==> config.mk <==
export PLATFORM = sky130hd
export DESIGN_NAME = flappy_ctrl
export DESIGN_NICKNAME = d
export VERILOG_FILES = /design/src/rtl/flappy_ctrl.sv
export SDC_FILE = /design/constraint.sdc
export NUM_CORES = 1
export LEC_CHECK = 0
export CORE_ASPECT_RATIO = 0.6
export CORE_MARGIN = 2
export CORE_UTILIZATION = 45
export DETAILED_ROUTE_END_ITERATION = 7
export GPL_TIMING_DRIVEN = 0
export HOLD_SLACK_MARGIN = 0.05
export PLACE_DENSITY = 0.8
export SETUP_SLACK_MARGIN = 0.02
export SLEW_MARGIN = 0
export SYNTH_ARGS = -nofsm -noshare
export SYNTH_HDL_FRONTEND = slang
export SYNTH_SLANG_ARGS = --single-unit
==> constraint.sdc <==
create_clock -name clk -period 1.7 [get_ports clk]
set_input_delay 0.34 -clock clk [delete_from_list [all_inputs] [get_ports clk]]
set_output_delay 0.34 -clock clk [all_outputs]
set_load 0.05 [all_outputs]
==> src/rtl/flappy_ctrl.sv <==
// Game-state controller for a single-column flappy-bird display: key sync, FSM, tick, BCD score.
// Optional key debounce is enabled by defining FLAPPY_KEY_DEBOUNCE_EN.
module flappy_ctrl (
   input  logic       clk,
   input  logic       reset,
   input  logic       key,
   input  logic [7:0] birdCol,
   input  logic [7:0] pipeCol,
   output logic       press,
   output logic       ongoing,
   output logic       gameOver,
   output logic       tick,
   output logic [7:0] score
);

   localparam logic [1:0] ST_IDLE = 2'd0;
   localparam logic [1:0] ST_PLAY = 2'd1;
   localparam logic [1:0] ST_OVER = 2'd2;

   logic       r_sync1;
   logic       r_sync2;
   logic [1:0] r_settle;
   logic       r_armed;
   logic       r_key_prev;
   logic       w_key_f;
   logic       w_rise;

   logic [1:0] r_state;
   logic [1:0] w_state_next;
   logic [6:0] r_presc;
   logic       r_latch;
   logic [7:0] r_pipe_prev;
   logic [7:0] r_score;
   logic [7:0] w_score_inc;

   logic       w_in_play;
   logic       w_collide;
   logic       w_enter_play;
   logic       w_play_tick;
   logic       w_score_evt;

   // r_armed blocks a key held through reset from looking like a fresh press.
   always_ff @(posedge clk) begin
      if (reset) begin
         r_sync1    <= 1'b0;
         r_sync2    <= 1'b0;
         r_settle   <= 2'b00;
         r_armed    <= 1'b0;
         r_key_prev <= 1'b0;
      end else begin
         r_sync1    <= key;
         r_sync2    <= r_sync1;
         r_settle   <= {r_settle[0], 1'b1};
         r_key_prev <= w_key_f;
         if (r_settle[1] && !r_sync2) begin
            r_armed <= 1'b1;
         end
      end
   end

`ifdef FLAPPY_KEY_DEBOUNCE_EN
   logic [2:0] r_db_cnt;
   logic       r_key_f;

   always_ff @(posedge clk) begin
      if (reset) begin
         r_db_cnt <= 3'd0;
         r_key_f  <= 1'b0;
      end else if (r_sync2 == r_key_f) begin
         r_db_cnt <= 3'd0;
      end else if (r_db_cnt == 3'd7) begin
         r_key_f  <= r_sync2;
         r_db_cnt <= 3'd0;
      end else begin
         r_db_cnt <= r_db_cnt + 3'd1;
      end
   end

   assign w_key_f = r_key_f;
`else
   assign w_key_f = r_sync2;
`endif

   assign w_rise       = w_key_f & ~r_key_prev & r_armed;
   assign w_in_play    = (r_state == ST_PLAY);
   assign w_collide    = ((birdCol & pipeCol) != 8'h00) || (birdCol == 8'h00);
   assign w_enter_play = (r_state == ST_IDLE) && w_rise;

   always_comb begin
      w_state_next = r_state;
      case (r_state)
         ST_IDLE: if (w_rise) w_state_next = ST_PLAY;
         ST_PLAY: if (w_collide) w_state_next = ST_OVER;
         ST_OVER: if (w_rise) w_state_next = ST_IDLE;
         default: w_state_next = ST_IDLE;
      endcase
   end

   assign ongoing     = (r_state != ST_IDLE);
   assign gameOver    = (r_state == ST_OVER);
   assign tick        = ongoing && (r_presc == 7'd0);
   assign press       = r_latch & w_in_play;
   assign score       = r_score;
   assign w_play_tick = w_in_play & tick;
   assign w_score_evt = w_play_tick && (r_pipe_prev != 8'h00) && (pipeCol == 8'h00);

   // Saturating two-digit BCD increment.
   always_comb begin
      w_score_inc = r_score;
      if (r_score == 8'h99) begin
         w_score_inc = 8'h99;
      end else if (r_score[3:0] == 4'd9) begin
         w_score_inc = {r_score[7:4] + 4'd1, 4'd0};
      end else begin
         w_score_inc = {r_score[7:4], r_score[3:0] + 4'd1};
      end
   end

   always_ff @(posedge clk) begin
      if (reset) begin
         r_state     <= ST_IDLE;
         r_presc     <= 7'd0;
         r_latch     <= 1'b0;
         r_pipe_prev <= 8'h00;
         r_score     <= 8'h00;
      end else begin
         r_state <= w_state_next;
         r_presc <= ongoing ? r_presc + 7'd1 : 7'd0;

         if (w_enter_play) begin
            r_latch <= 1'b0;
         end else if (w_key_f) begin
            r_latch <= 1'b1;
         end else if (tick) begin
            r_latch <= 1'b0;
         end

         if (w_play_tick) begin
            r_pipe_prev <= pipeCol;
         end

         if (w_enter_play) begin
            r_score <= 8'h00;
         end else if (w_score_evt) begin
            r_score <= w_score_inc;
         end
      end
   end

endmodule

==> run_results.csv, run 1 <==
group,metric,value,unit
synthesis,synth_fa_ha_area_share,4.95,%
critical_path,critPathRequiredTime,1.36,ns
grt,grt_pass1_wl,5870,µm
synthesis,yosys.area_share.simple,29.3,%
die,die_y,49.0,µm
synthesis,synthArstFlopShare,0,%
die,die_w,78.9,µm
routing,drt_wl_total,3660,µm
routing,routed-via-count,1415,
timing,hold_violations,0,
placed_design,io_buffers,29,
critical_path,path_max_fanout,2,
synthesis,synth_compound_area_share,15.8,%
synthesis,yosysWarnings,0,
outcome,outcome,"finished with violations",
clock_network,clk_pin_slew,0.07,ns
timing,fin_ws,-0.0315,ns
timing,fin_crit,1.73,ns
synthesis,synth_cell_types,40,
grt,grt_overflow,0,
clock_network,cts.htree.levels,2,
timing,finClkSkew,0.00371,ns
grt,grtUsageTotal,19.9,%
placed_design,pre_cts_slack,-0.525,ns
routing,routedWlPerCell,13.7,µm
routing,drc,0,
synthesis,synth_mux_area_share,0.660,%
timing,max_freq,578,MHz
critical_path,cp.arrival,1.39,ns
critical_path,r2r_setup_slack,0,ns
die,start_util,46.8,%
grt,grt_start_max_net_pins,12,
critical_path,r2r_start,"r_presc[1]",
timing,rsz0062_at_grt,"yes",
pwr,ir_drop,577,µV
placed_design,gp_congestion,0.832,
critical_path,critPathSlowestCell,"dfxtp_2",
grt,antenna_found_initial,0,
die,pin_count,31,
synthesis,ys.flop_type,"dfxtp_1",
layout,postLayoutCellArea,2170,µm²
routing,postRouteAntennaNets,0,
synthesis,syn-num-nets,199,
timing,finalSetupTns,-0.0362,ns
hold_path,min_from,"reset",
die,core-area,3240,µm²
layout,syn_to_final_growth,43.3,%
timing,setup-violations-final,2,
critical_path,start_kind,"register",
synthesis,syn_area,1520,µm²
synthesis,synth_top_family_by_area,"simple AND/OR/NAND/NOR gates",
routing,drt_iter0_markers,89,
synthesis,synth_edf_count,0,
clock_network,root_buffer,"clkbuf_8",
layout,drive_above_1_share,26.1,%
timing,slew_headroom,67.3,%
layout,nFillCells,285,
pwr,leakage,0.000864,µW
critical_path,cp-startpoint,"r_presc[1]",
hold_path,hold_path.class,"in2reg",
critical_path,path_cells,"inv_2, ha_4, nor4b_4, nand3b_1, inv_1, buf_6",
run,max-cap-violations,0,
pwr,pwr_density_cell,743,nW/µm²
critical_path,crit_family,"simple AND/OR/NAND/NOR gates",
routing,vias_per_cell,5.30,
critical_path,slowest_delay,0.32,ns
die,dieArea,3870,µm²
synthesis,avgSynthCellArea,8.72,µm²
synthesis,synth-seq-cells,32,
synthesis,ys_seq_area_share,42.2,%
layout,antenna_cells,0,
timing,holdWs,0.374,ns
clock_network,clk_latency,0.29,ns
die,fp-row-count,16,
critical_path,end_kind,"primary output",
grt,grt_pass1_vias,1304,
clock_network,cts_tree,"done",
placed_design,hpwl,2460,µm
clock_network,clockBufferDepth,2,
clock_network,cts.sinks,32,
outcome,failed_checks,"setup timing",
layout,nets,246,
routing,drtPass1Iterations,4,
clock_network,cts-buffers-inserted,5,
synthesis,syn_inst,174,
timing,slew_violations,0,
placed_design,placed_area,1870,µm²
timing,fin_crit_sh,102,%
synthesis,synth_xor_area_share,3.47,%
timing,worst_pin_slew,0.493,ns
critical_path,worstSetupPathType,"reg2out",
critical_path,critPathBufInv,3,
## power by group
group          switching [µW]  internal [µW]  total (µW)
Combinational            59.8           56.6         116
Clock                     300            433         734
Sequential               4.79            760         765
Total                     365           1250        1610
## metrics by stage
step / util, % / instances / power, µW
CTS: 63.6 / 264 / 1620
global route: 67.0 / 267 / 1670
detailed placement: 57.6 / 248 / 884
finish: 67.0 / 267 / 1610
floorplan: - / 174 / 821
global placement: 57.6 / 248 / 883
## synth_stat cells (2+ instances only)
cell	n	area share (%)
a2111oi_0	2	1.2
a21oi_1	17	5.6
a22o_1	2	1.2
a31oi_1	3	1.2
and3_1	4	1.6
and3b_1	2	1.2
clkbuf_1	4	0.99
dfxtp_1	32	42
ha_1	6	5.0
inv_1	9	2.2
nand2_1	25	6.2
nand2b_1	4	1.6
nand3_1	2	0.66
nand3b_1	3	1.5
nand4_1	3	1.2
nor2_1	14	3.5
nor2b_1	5	2.1
nor3_1	6	2.0
nor4_1	3	1.2
nor4_2	2	1.6
o21ai_0	2	0.66
or4_1	2	0.99
xnor2_1	4	2.3
xor2_1	2	1.2
## placed cells by master (no fill, tap or decap), types with 2 or more instances in the layout
cell type,netlist,layout
nor2b_1,5,4
nand4_1,3,3
a31oi_1,3,3
dfxtp_1,32,25
a21oi_1,17,16
nor2_1,14,13
dfxtp_2,0,7
nor4_4,0,2
buf_6,0,4
a22o_1,2,2
nand3_1,2,2
ha_1,6,5
dlygate4sd2_1,0,12
and3_1,4,3
xor2_1,2,2
clkbuf_8,0,5
or4_4,1,3
nor4_1,3,2
nand2b_1,4,4
clkdlybuf4s50_1,0,11
nor3_2,0,2
nor3_1,6,4
a2111oi_2,0,2
nand3b_1,3,3
inv_1,9,7
buf_2,1,2
buf_4,0,11
nand2_1,25,25
xnor2_1,4,4
inv_2,0,2
clkbuf_1,4,2
## what timing repair did
item	4_1_cts	5_1_grt
pin swaps	6	5
setup endpoints to repair	20	20
setup buffers	9	3
gates resized for setup	42	34
hold buffers	0	0
## cell families (layout without fill, tap and decap cells)
group | count (synthesis) | after routing
buffers and inverters | 14 | 62
multiplexers | 1 | 1
XOR/XNOR | 6 | 6
flip-flops | 32 | 32
AND/OR/NAND/NOR | 79 | 79
adder cells (fa/ha/maj) | 6 | 6
AO/OA/AOI/OAI | 36 | 36
## worst register-to-register path: stages, from the launching register on
cell and delay, ns:
dfxtp_2 0.32, inv_2 0.06, ha_4 0.12, nor4b_4 0.20, buf_4 0.17, nand3_4 0.10
or4_4 0.55, a21oi_2 0.12
## per-layer routing
metal / global-route usage [%] / share of wire (%) / up-vias
met2: 28.9 / 45 / 41
li1: - / - / 714
met4: 9.20 / 1.7 / 0
met1: 27.2 / 48 / 652
met5: 0 / 0 / -
met3: 5.93 / 5.3 / 8
## path summary, 6_finish.rpt
kind                 endpoint  depth (start not counted)
setup / recovery         tick                          6
hold / removal    r_settle[1]                          2
setup reg to reg     score[1]                          7
hold reg to reg       r_sync2                          1
## state kept, by name (all words and copies together) (netlist names)
register and count:
r_pipe_prev 8, r_sync1 1, r_key_prev 1, r_armed 1, r_presc 7, r_latch 1
r_settle 2, r_sync2 1, score 8, r_state 2
## layout make-up
class                      count  area, µm²  area share [%]
tap                           45       56.3            2.59
sequential                    32        649            29.9
multi-input combinational    128        935            43.0
timing repair buffer          41        364            16.8
clock buffer                   5       68.8            3.17
buffer                         4       23.8            1.09
clock inverter                 3       42.5            1.96
inverter                       9       33.8            1.55
Note: power is estimated with default switching activity, not from simulation.
==> run 2, diff against run 1 <==
- HOLD_SLACK_MARGIN: 0.05 -> unset
==> results of run 2 <==
Same layout as run 1: the final DEF is identical, and so are final timing and power.
==> run 3, diff against run 2 <==
- CAP_MARGIN: unset -> 15
==> results of run 3 <==
Same layout as run 1: the final DEF is identical, and so are final timing and power.
